$ cat src/rtl/clkgen_multi.sv
// Multi-channel baud clock generator: each channel divides clk_in by one of
// four run-time selectable divisors and emits a baud clock plus a period-start tick.
module clkgen_multi #(
    parameter int CHANNELS = 2,
    parameter int DIV_W    = 12,
    parameter int DIV0     = 1632,
    parameter int DIV1     = 832,
    parameter int DIV2     = 416,
    parameter int DIV3     = 208
) (
    input  logic                  clk_in,
    input  logic                  rst,
    input  logic [CHANNELS-1:0]   en_n,
    input  logic [2*CHANNELS-1:0] rate_sel,
    input  logic [CHANNELS-1:0]   resync,
    output logic [CHANNELS-1:0]   clk_out,
    output logic [CHANNELS-1:0]   tick,
    output logic [2*CHANNELS-1:0] rate_cur
);

    localparam logic [DIV_W-1:0] D0 = DIV_W'(DIV0);
    localparam logic [DIV_W-1:0] D1 = DIV_W'(DIV1);
    localparam logic [DIV_W-1:0] D2 = DIV_W'(DIV2);
    localparam logic [DIV_W-1:0] D3 = DIV_W'(DIV3);

    // Divisors must fit the counter and be at least 2 so both phases exist.
    if (CHANNELS < 1 ||
        DIV0 < 2 || DIV0 >= (1 << DIV_W) ||
        DIV1 < 2 || DIV1 >= (1 << DIV_W) ||
        DIV2 < 2 || DIV2 >= (1 << DIV_W) ||
        DIV3 < 2 || DIV3 >= (1 << DIV_W)) begin : g_bad_param
        $error("clkgen_multi: illegal CHANNELS or divisor parameter");
    end

    function automatic logic [DIV_W-1:0] div_of(input logic [1:0] code);
        logic [DIV_W-1:0] d;
        case (code)
            2'd0:    d = D0;
            2'd1:    d = D1;
            2'd2:    d = D2;
            default: d = D3;
        endcase
        return d;
    endfunction

    function automatic logic [DIV_W-1:0] half_of(input logic [DIV_W-1:0] d);
        return d >> 1;
    endfunction

    for (genvar i = 0; i < CHANNELS; i++) begin : g_ch
        logic             run_q, run_d;
        logic [DIV_W-1:0] cnt_q, cnt_d;
        logic [1:0]       code_q, code_d;
        logic             clk_q, clk_d;
        logic             tick_q, tick_d;
        logic [DIV_W-1:0] div_cur;
        logic [DIV_W-1:0] div_nxt;
        logic [1:0]       sel;

        always_comb begin
            run_d   = run_q;
            cnt_d   = cnt_q;
            code_d  = code_q;
            sel     = rate_sel[2*i +: 2];
            div_cur = div_of(code_q);

            if (en_n[i]) begin
                run_d = 1'b0;
                cnt_d = '0;
            end else if (!run_q || resync[i]) begin
                run_d  = 1'b1;
                cnt_d  = '0;
                code_d = sel;
            end else if (cnt_q == div_cur - DIV_W'(1)) begin
                // Wrap is the only place a running channel adopts a new rate.
                cnt_d  = '0;
                code_d = sel;
            end else begin
                cnt_d = cnt_q + DIV_W'(1);
            end

            div_nxt = div_of(code_d);
            clk_d   = run_d && (cnt_d < half_of(div_nxt));
            tick_d  = run_d && (cnt_d == '0);
        end

        always_ff @(posedge clk_in or posedge rst) begin
            if (rst) begin
                run_q  <= 1'b0;
                cnt_q  <= '0;
                code_q <= 2'd0;
                clk_q  <= 1'b0;
                tick_q <= 1'b0;
            end else begin
                run_q  <= run_d;
                cnt_q  <= cnt_d;
                code_q <= code_d;
                clk_q  <= clk_d;
                tick_q <= tick_d;
            end
        end

        assign clk_out[i]          = clk_q;
        assign tick[i]             = tick_q;
        assign rate_cur[2*i +: 2]  = code_q;
    end

endmodule

$ cat config.mk
export PLATFORM = sky130hd
export DESIGN_NAME = clkgen_multi
export DESIGN_NICKNAME = d
export VERILOG_FILES = /design/src/rtl/clkgen_multi.sv
export SDC_FILE = /design/constraint.sdc
export NUM_CORES = 1
export LEC_CHECK = 0
export CAP_MARGIN = 20
export CELL_PAD_IN_SITES_DETAIL_PLACEMENT = 0
export CELL_PAD_IN_SITES_GLOBAL_PLACEMENT = 1
export CORE_UTILIZATION = 45
export CTS_CLUSTER_DIAMETER = 30
export CTS_CLUSTER_SIZE = 16
export DETAILED_ROUTE_END_ITERATION = 8
export GPL_ROUTABILITY_DRIVEN = 0
export PLACE_DENSITY_LB_ADDON = 0.1
export SYNTH_ARGS = -nofsm -noshare
export SYNTH_HDL_FRONTEND = slang
export SYNTH_SLANG_ARGS = --single-unit
$ cat constraint.sdc
create_clock -name clk_in -period 3.9 [get_ports clk_in]
set_input_delay 0.975 -clock clk_in [delete_from_list [all_inputs] [get_ports clk_in]]
set_output_delay 0.975 -clock clk_in [all_outputs]
set_load 0.01 [all_outputs]
* After elaboration in Yosys (flattened, before gate mapping)
Index checks and enable logic that the tools add are counted.
** Storage, ports and cells
- Bits of input ports :: 10
- Bits in registers :: 34
- Output and inout port bits :: 8
** Cells by class
- Muxes and demuxes :: 20
- Equality and inequality tests :: 10
- Add/subtract/negate cells :: 4
- Magnitude comparators :: 2
- Reduce and logical (&&, ||, !) cells :: 14
** Operator list (count)
- 11-bit one-hot mux with 3 select lines :: 4
- 12-bit two-way mux :: 6
- 12-bit by 1-bit adder with 12-bit output, second input constant :: 2
- 12-bit equality test :: 2
- 12-bit logical NOT :: 2
- 12-bit by 11-bit < comparator with 1-bit output :: 2
- 12-bit by 1-bit subtractor with 12-bit output, second input constant :: 2
- 2-bit two-way mux :: 6
- 2-bit by 1-bit equality test with 1-bit output, second input constant :: 4
- 2-bit equality test, second input constant :: 4
- 2-bit logical NOT :: 4
- 1-bit logical AND :: 4
- 1-bit two-way mux :: 4
- 1-bit logical NOT :: 2
- 1-bit logical OR :: 2

* Depth between registers and ports, before layout
Gate-level depths: netlist of run 1.
- Depth in word-level cells :: 11
- Depth in mapped cells :: 15
- Gate-level depth less buffers :: 15

* Worst setup path before layout of run 1
Ideal clock, no wire load.
- Path type :: register to register
- Start :: register g_ch[0].code_q[0]
- End :: register g_ch[0].clk_q
- Stages on the path, launching flop included :: 15
- Slack :: 316 ps
- Buffers on the path :: 0
- Setup time :: 141 ps
- Clock period less this slack :: 3584 ps
- Arrival :: 3443 ps
- Cells stage by stage :: dfrtp_1 inv_1 ha_1 or3b_1 a211oi_2 o2111ai_2 a21oi_4 mux2_4 ha_1 o21bai_1 ha_1 nand2_1 or2_2 o21ai_0 a31oi_1
** Between the ends
- Longest elaborated chain between the ends :: 11
- Elaborated cells on any way between the ends :: 18
- Those cells by class :: add/sub: 1; order compare: 1; eq/ne: 5; mux: 8; reduce/logical: 3
** Ends and longest elaborated chain
- start: declaration :: line 53 : logic [1:0] code_q, code_d;
- start signal: assignment :: line 97 : code_q <= code_d;
- 2-bit equality test, or another cell as far along :: line 37 : case (code)
- 11-bit one-hot mux with 3 select lines :: line 37
- 12-bit by 1-bit subtractor with 12-bit output :: line 74 : end else if (cnt_q == div_cur - DIV_W'(1)) begin
- 12-bit equality test :: line 74
- 2-bit two-way mux :: line 74
- 2-bit two-way mux :: line 70 : end else if (!run_q || resync[i]) begin
- 2-bit two-way mux * :: line 67 : if (en_n[i]) begin
- named net g_ch[0].code_d[0] :: line 53
- 2-bit equality test, or another cell as far along :: line 37
- 11-bit one-hot mux with 3 select lines * :: line 37
- 12-bit by 11-bit < comparator with 1-bit output * :: line 83 : clk_d = run_d && (cnt_d < half_of(div_nxt));
- 1-bit logical AND * :: line 83
- named net g_ch[0].clk_d :: line 54 : logic clk_q, clk_d;
- end signal: assignment :: line 98 : clk_q <= clk_d;
- end: declaration :: line 54
The timed path passes the listed nets; every way through them passes the cells marked *.

* Final worst setup path of run 1
- Start :: register g_ch[1].code_q[0]
- End :: register g_ch[1].clk_q
** Between the ends
- Longest elaborated chain between the ends :: 11
- Elaborated cells on any way between the ends :: 18
- Those cells by class :: add/sub: 1; order compare: 1; eq/ne: 5; mux: 8; reduce/logical: 3
** Ends and longest elaborated chain (line)
- start: declaration :: 53
- start signal: assignment :: 97
- 2-bit equality test, or another cell as far along :: 37
- 11-bit one-hot mux with 3 select lines :: 37
- 12-bit by 1-bit subtractor with 12-bit output :: 74
- 12-bit equality test :: 74
- 2-bit two-way mux :: 74
- 2-bit two-way mux :: 70
- 2-bit two-way mux * :: 67
- named net g_ch[1].code_d[0] :: 53
- 2-bit equality test, or another cell as far along :: 37
- 11-bit one-hot mux with 3 select lines * :: 37
- 12-bit by 11-bit < comparator with 1-bit output * :: 83
- 1-bit logical AND * :: 83
- named net g_ch[1].clk_d :: 54
- end signal: assignment :: 98
- end: declaration :: 54
Marked as above.

==> results of run 1 <==
final timing paths:
kind                       depth (start not counted)               from  slack [ps]                to
hold / removal                                     1   g_ch[1].cnt_q[0]         500  g_ch[1].cnt_q[0]
setup / recovery                                  15  g_ch[1].code_q[0]         150     g_ch[1].clk_q
setup reg to reg                                  15  g_ch[1].code_q[0]         150     g_ch[1].clk_q
min in group asynchronous                          2                rst        1090     g_ch[1].clk_q
hold reg to reg                                    1   g_ch[1].cnt_q[0]         500  g_ch[1].cnt_q[0]
max in group asynchronous                          3                rst        2090  g_ch[0].cnt_q[4]
per-layer routing:
layer | up-vias | global-route usage (%) | share of wire, %
met3 | 9 | 4.14 | 4.8
met4 | 0 | 6.00 | 1.4
met5 | - | 0 | 0
li1 | 1022 | - | -
met1 | 928 | 30.8 | 55
met2 | 49 | 26.6 | 39
layout make-up:
| type | count | area (µm²) |
|---|---|---|
| inverter | 19 | 71.3 |
| multi-input combinational | 213 | 1680 |
| clock buffer | 7 | 76.3 |
| sequential | 34 | 853 |
| fill | 527 | 2620 |
| timing repair buffer | 28 | 253 |
| tap | 72 | 90.1 |
kinds of logic (layout without fill, tap and decap cells):
kind of cell	after synthesis	after routing	share of synthesized area [%]
AO/OA/AOI/OAI	41	41	12.2
XOR/XNOR	30	30	9.79
adder cells (fa/ha/maj)	36	36	16.8
buffers and inverters	37	54	6.30
flip-flops	34	34	31.7
multiplexers	10	10	4.24
AND/OR/NAND/NOR	96	96	19.0
state kept, by name (all words and copies together) (netlist names):
register and flops:
g_ch.clk_q 2, g_ch.run_q 2, g_ch.code_q 4, g_ch.cnt_q 24
g_ch.tick_q 2
power by group through the flow:
stage	registers (W)	logic (W)	clock network, W
2_1_floorplan	0.000381	0.000117	0
3_3_place_gp	0.000378	0.000183	0
3_5_place_dp	0.000378	0.000184	0
4_1_cts	0.000371	0.000187	0.000256
5_1_grt	0.000374	0.000215	0.000268
6_report	0.000372	0.000190	0.000249
per-stage QoR:
| step | cell area [µm²] | util, % | hold WS, ps | setup TNS [ps] |
|---|---|---|---|---|
| after floorplan | 2680 | - | 461 | 0 |
| after global placement | 2910 | 51.6 | 489 | 0 |
| after detailed placement | 2910 | 51.6 | 497 | 0 |
| after CTS | 2990 | 53.0 | 506 | 0 |
| after global routing | 3020 | 53.6 | 539 | -45.4 |
| final | 3020 | 53.6 | 503 | 0 |
worst max-delay path: stages (launching register included):
cell      delay, ps
dfrtp_2         410
inv_1            90
ha_1            320
or3b_1          370
a211oi_2        250
nand4_2         180
a21oi_4         300
mux2_4          360
ha_1            300
inv_1            40
ha_1            280
nand4_1         170
nor2_1           60
nor3_1          140
a21oi_1         100
a311oi_1        270
synth_stat cells, types with 3 or more instances:
| library cell | n | area share [%] |
|---|---|---|
| ha_1 | 36 | 17 |
| dfrtp_1 | 34 | 32 |
| nor2_1 | 32 | 4.5 |
| inv_1 | 19 | 2.7 |
| xnor2_1 | 19 | 6.2 |
| nand3_1 | 13 | 2.4 |
| xor2_1 | 11 | 3.6 |
| nor3_1 | 10 | 1.9 |
| clkbuf_1 | 9 | 1.3 |
| nand4_1 | 7 | 1.6 |
| nor2b_1 | 7 | 1.6 |
| a21oi_1 | 6 | 1.1 |
| o21ai_0 | 6 | 1.1 |
| buf_4 | 5 | 1.4 |
| mux2i_1 | 5 | 1.9 |
| nand2_1 | 5 | 0.70 |
| o21bai_1 | 4 | 1.1 |
| or2_2 | 4 | 0.93 |
| a31o_2 | 3 | 0.98 |
| a31oi_1 | 3 | 0.70 |
| and4_1 | 3 | 0.98 |
| buf_2 | 3 | 0.56 |
| mux2_2 | 3 | 1.3 |
repair_timing:
action / CTS / global route
endpoints found under the setup margin: 1 / 2
cloned: 0 / 0
buffers inserted: 0 / 2
endpoints found under the hold margin: 0 / 0
gates resized for setup: 1 / 6
pin swaps: 0 / 4
==> impl_results.md, run 1 <==
* Average wire per standard cell at 15.1 µm
* Commonest non-fill, non-tap cell in the layout: ha_1
* Maximum clock rate at 0.266 GHz
* Synth unique cells at 49
* Row Count at 27
* Highest-count cells in the layout ignoring fill and taps: ha_1 (36), nor2_1 (32), dfrtp_1 (32), inv_1 (19), xnor2_1 (19)
* Max clock buf depth at 2
* Syn Area/Cell at 9.45 µm²
* Final period util at 96.2%
* Ys async rst share at 100%
* Peak VDD IR at 152 µV
* Number of DRC markers in iteration 0 at 102
* Die extent in x at 79.2 µm
* Cells after synthesis at 284
* DRC Markers at 0
* Type of the tightest min-delay check: reg -> reg
* ANT nets after route at 0
* Number of H-tree levels at 2
* Initial antenna violation count at 0
* Total gr overflow at 0
* Dpl ws at 68.7 ps
* Max-Cap Viols at 0
* Crit end category: flop
* Syn-to-layout area delta at 12.6%
* CTS tree: done
* Pwr Total at 0.000811 W
* Clock sinks at 34
* Main synth FF type: dfrtp_1
* Syn Nets at 330
* Die Ht at 79.2 µm
* Mean number of vias per cell at 5.38
* Final wirelength at 5620 µm
* Pwr per Cell Area at 268 nW/µm²
* Worst-margin pin slew at 697 ps
* Switching share of power at 28.8%
* Power share of the clock group at 30.7%
* Vias after detailed routing at 2,008
* NetSw at 0.000233 W
* Rel. slew slack at 53.5%
* Vias in the first global route at 1,900
* CP Class: reg -> reg
* Run status: finished clean
* Sequential Power Share at 45.9%
* Worst EP required at 4070 ps
* Internal power at 0.000577 W
* Nets@finish at 347
* Pre-antenna DRT Iters at 4
* Largest net degree at the start of global routing at 19
* ANT cells at 0
* Arrival time worst endpoint at 3930 ps
* Yosys warns at 0
* Slew Limit Fails at 0
* Leakage at 1.34 nW
* Clock Latency Late Sink at 280 ps
* RSZ-0062 raised after global routing: yes
* Skew final at 7.38 ps
* Non-Filler Instances at 373
* Core ar. at 5640 µm²
* Number of synthesized flops with an enable pin at 0
* Final Hold Fails at 0
* Critical Path Fanout Max at 6
* CTS buffer count at 5
* Starting Density at 47.5%
* # IOs at 18
* # hold bufs at CTS at 0
* Root Driver: clkbuf_8
* Die area at 6270 µm²
* Cell Area, Synth at 2680 µm²
* First-pass GRT wire length at 9540 µm
* Clock slew at the register clock pins of the worst setup and hold paths at 70 ps
* Crit path launch type: flop
* Post-route setup slack at 147 ps
* Total GRT Usage at 19.7%
* Post-layout min period at 3750 ps
* Share of cells above drive strength 1 at 13.0%
* Combinational Power Share at 23.4%
* Placed insts at 364
* Sequential share of the synthesized area at 31.7%
* Final setup viols at 0
* I/O Buffers at 17
* Synth Register Bits at 34
* Dpl hpwl at 4320 µm
No activity file was read; power rests on OpenSTA's default activity.
==> run 2: changes to the inputs <==
--- a/config.mk
+++ b/config.mk
@@ -8,6 +8,7 @@
 export CAP_MARGIN = 20
 export CELL_PAD_IN_SITES_DETAIL_PLACEMENT = 0
 export CELL_PAD_IN_SITES_GLOBAL_PLACEMENT = 1
+export CORE_MARGIN = 2
 export CORE_UTILIZATION = 45
 export CTS_CLUSTER_DIAMETER = 30
 export CTS_CLUSTER_SIZE = 16
==> run 2 against run 1 <==
- sequential power is 1% lower
- setup slack better by 73 ps
- critical path type unchanged
- global-route usage is 0.46 points lower
- non-clock buffer count is 1 lower
- worst hold slack better by 6.6 ps
- clock power is 61% higher
- first-iteration DRC count is 23% higher
- core utilization is 1.2 points lower
==> impl_results.md, run 2 (same netlist as run 1, synthesis figures left out) <==
* Maximum clock rate at 0.272 GHz
* Type of the tightest min-delay check: reg -> reg
* Highest metal used: met4
* Clock sinks at 34
* Post-layout min period at 3680 ps
* Initial antenna violation count at 0
* Peak VDD IR at 176 µV
* Worst-margin pin slew at 441 ps
* Final period util at 94.3%
* Rel. slew slack at 70.6%
* ANT cells at 0
* Crit end category: flop
* Critical Path Fanout Max at 5
* CTS tree: done
* CTS buffer count at 5
* Pwr per Cell Area at 313 nW/µm²
* Average wire per standard cell at 15.2 µm
* Total gr overflow at 0
* Nets@finish at 346
* Highest-count cells in the layout ignoring fill and taps: ha_1 (36), dfrtp_1 (34), nor2_1 (32), inv_1 (19), xnor2_1 (19)
* Largest net degree at the start of global routing at 35
* Clock Latency Late Sink at 290 ps
* DRC Markers at 0
* Share of cells above drive strength 1 at 12.3%
* DR WL met2 at 2330 µm
* Final Hold Fails at 0
* HP Start: g_ch[0].cnt_q[0]
* Final core utilization at 52.3%
* Leakage at 1.36 nW
* Max-Cap Viols at 0
* Final setup viols at 0
* Clock slew at the register clock pins of the worst setup and hold paths at 80 ps
* # hold bufs at CTS at 0
* Critical path origin: g_ch[1].code_q[1]
* Crit path launch type: flop
* Setup Total Neg Slack at 0 ps
* Skew final at 6.20 ps
* Syn-to-layout area delta at 14.1%
* Commonest non-fill, non-tap cell in the layout: ha_1
* Die extent in x at 81.2 µm
* Pre-antenna DRT Iters at 4
* Die area at 6600 µm²
* # IOs at 18
* I/O Buffers at 17
* Die Ht at 81.2 µm
* Arrival time worst endpoint at 3880 ps
* ANT nets after route at 0
* Core ar. at 5850 µm²
* Number of H-tree levels at 2
* CP Class: reg -> reg
* Biggest register: g_ch.cnt_q
* Biggest regs: g_ch.cnt_q x24, g_ch.code_q x4
* Max clock buf depth at 2
* First-pass GRT wire length at 9660 µm
* Number of DRC markers in iteration 0 at 125
* Number of flip-flops in the largest register at 24
* Reg2reg start: g_ch[1].code_q[1]
* Starting Density at 45.9%
* Routed met1 length at 3050 µm
* Vias after detailed routing at 2,044
* Total GRT Usage at 19.3%
* RSZ-0062 raised after global routing: no
* Slew Limit Fails at 0
* Run status: finished clean
* Worst EP required at 4100 ps
* Row Count at 28
* Mean number of vias per cell at 5.44
* Dpl hpwl at 4420 µm
* Final wirelength at 5720 µm
* Root Driver: clkbuf_8
* Wire length on met3 at 255 µm
* Vias in the first global route at 1,915
[run 2: where the power goes]
part           leakage [nW]  switching, W  internal, W  total [W]
sequential            0.452    0.00000574     0.000363   0.000368
clock                0.0683      0.000143     0.000256   0.000400
combinational         0.839      0.000101    0.0000892   0.000190
[run 2: cell type report]
cell class / instances / area, µm²
clock inverter: 3 / 68.8
multi-input combinational: 213 / 1660
tap: 75 / 93.8
clock buffer: 5 / 68.8
timing repair buffer: 27 / 245
sequential: 34 / 851
fill: 538 / 2790
inverter: 19 / 71.3
[run 2: critical path, stage by stage, from the launching register on]
cell and delay (ps):
dfrtp_1 390, inv_1 110, ha_1 260, or3b_1 370, a211oi_2 240, nand4_2 210
a21oi_4 280, mux2_2 420, ha_1 240, o21bai_1 160, ha_1 260, o21ai_0 240
o32ai_1 120, a311oi_1 270
[run 2: path summary, 6_finish.rpt]
kind	to	slack, ps	cells past startpoint
worst min-delay path	g_ch[0].cnt_q[0]	510	1
max in group asynchronous	g_ch[1].run_q	2500	3
worst min register to register	g_ch[0].cnt_q[0]	510	1
worst max-delay path	g_ch[1].clk_q	220	13
min in group asynchronous	g_ch[1].cnt_q[1]	1080	3
worst max register to register	g_ch[1].clk_q	220	13
[run 2: what timing repair did]
action | 4_1_cts | 5_1_grt
setup endpoints to repair | 0 | 1
resized for setup | 0 | 1
hold endpoints to repair | 0 | 0
setup buffers | 0 | 1
[run 2: stage by stage]
step / total power (W) / worst slack, ps / cells / hold WS [ps] / instance area [µm²]
2_1_floorplan: 0.000499 / 316 / 284 / 461 / 2680
3_3_place_gp: 0.000563 / 271 / 367 / 495 / 2920
3_5_place_dp: 0.000567 / 187 / 367 / 500 / 2920
4_1_cts: 0.000971 / 153 / 375 / 511 / 3050
5_1_grt: 0.00101 / 18.9 / 376 / 541 / 3060
6_report: 0.000958 / 221 / 376 / 510 / 3060
[run 2: layer usage]
metal  global-route usage, %  up-vias
li1                        -     1011
met1                    29.6      973
met2                    26.8       49
met3                    4.11       11
met4                    5.59        0
met5                       0        -
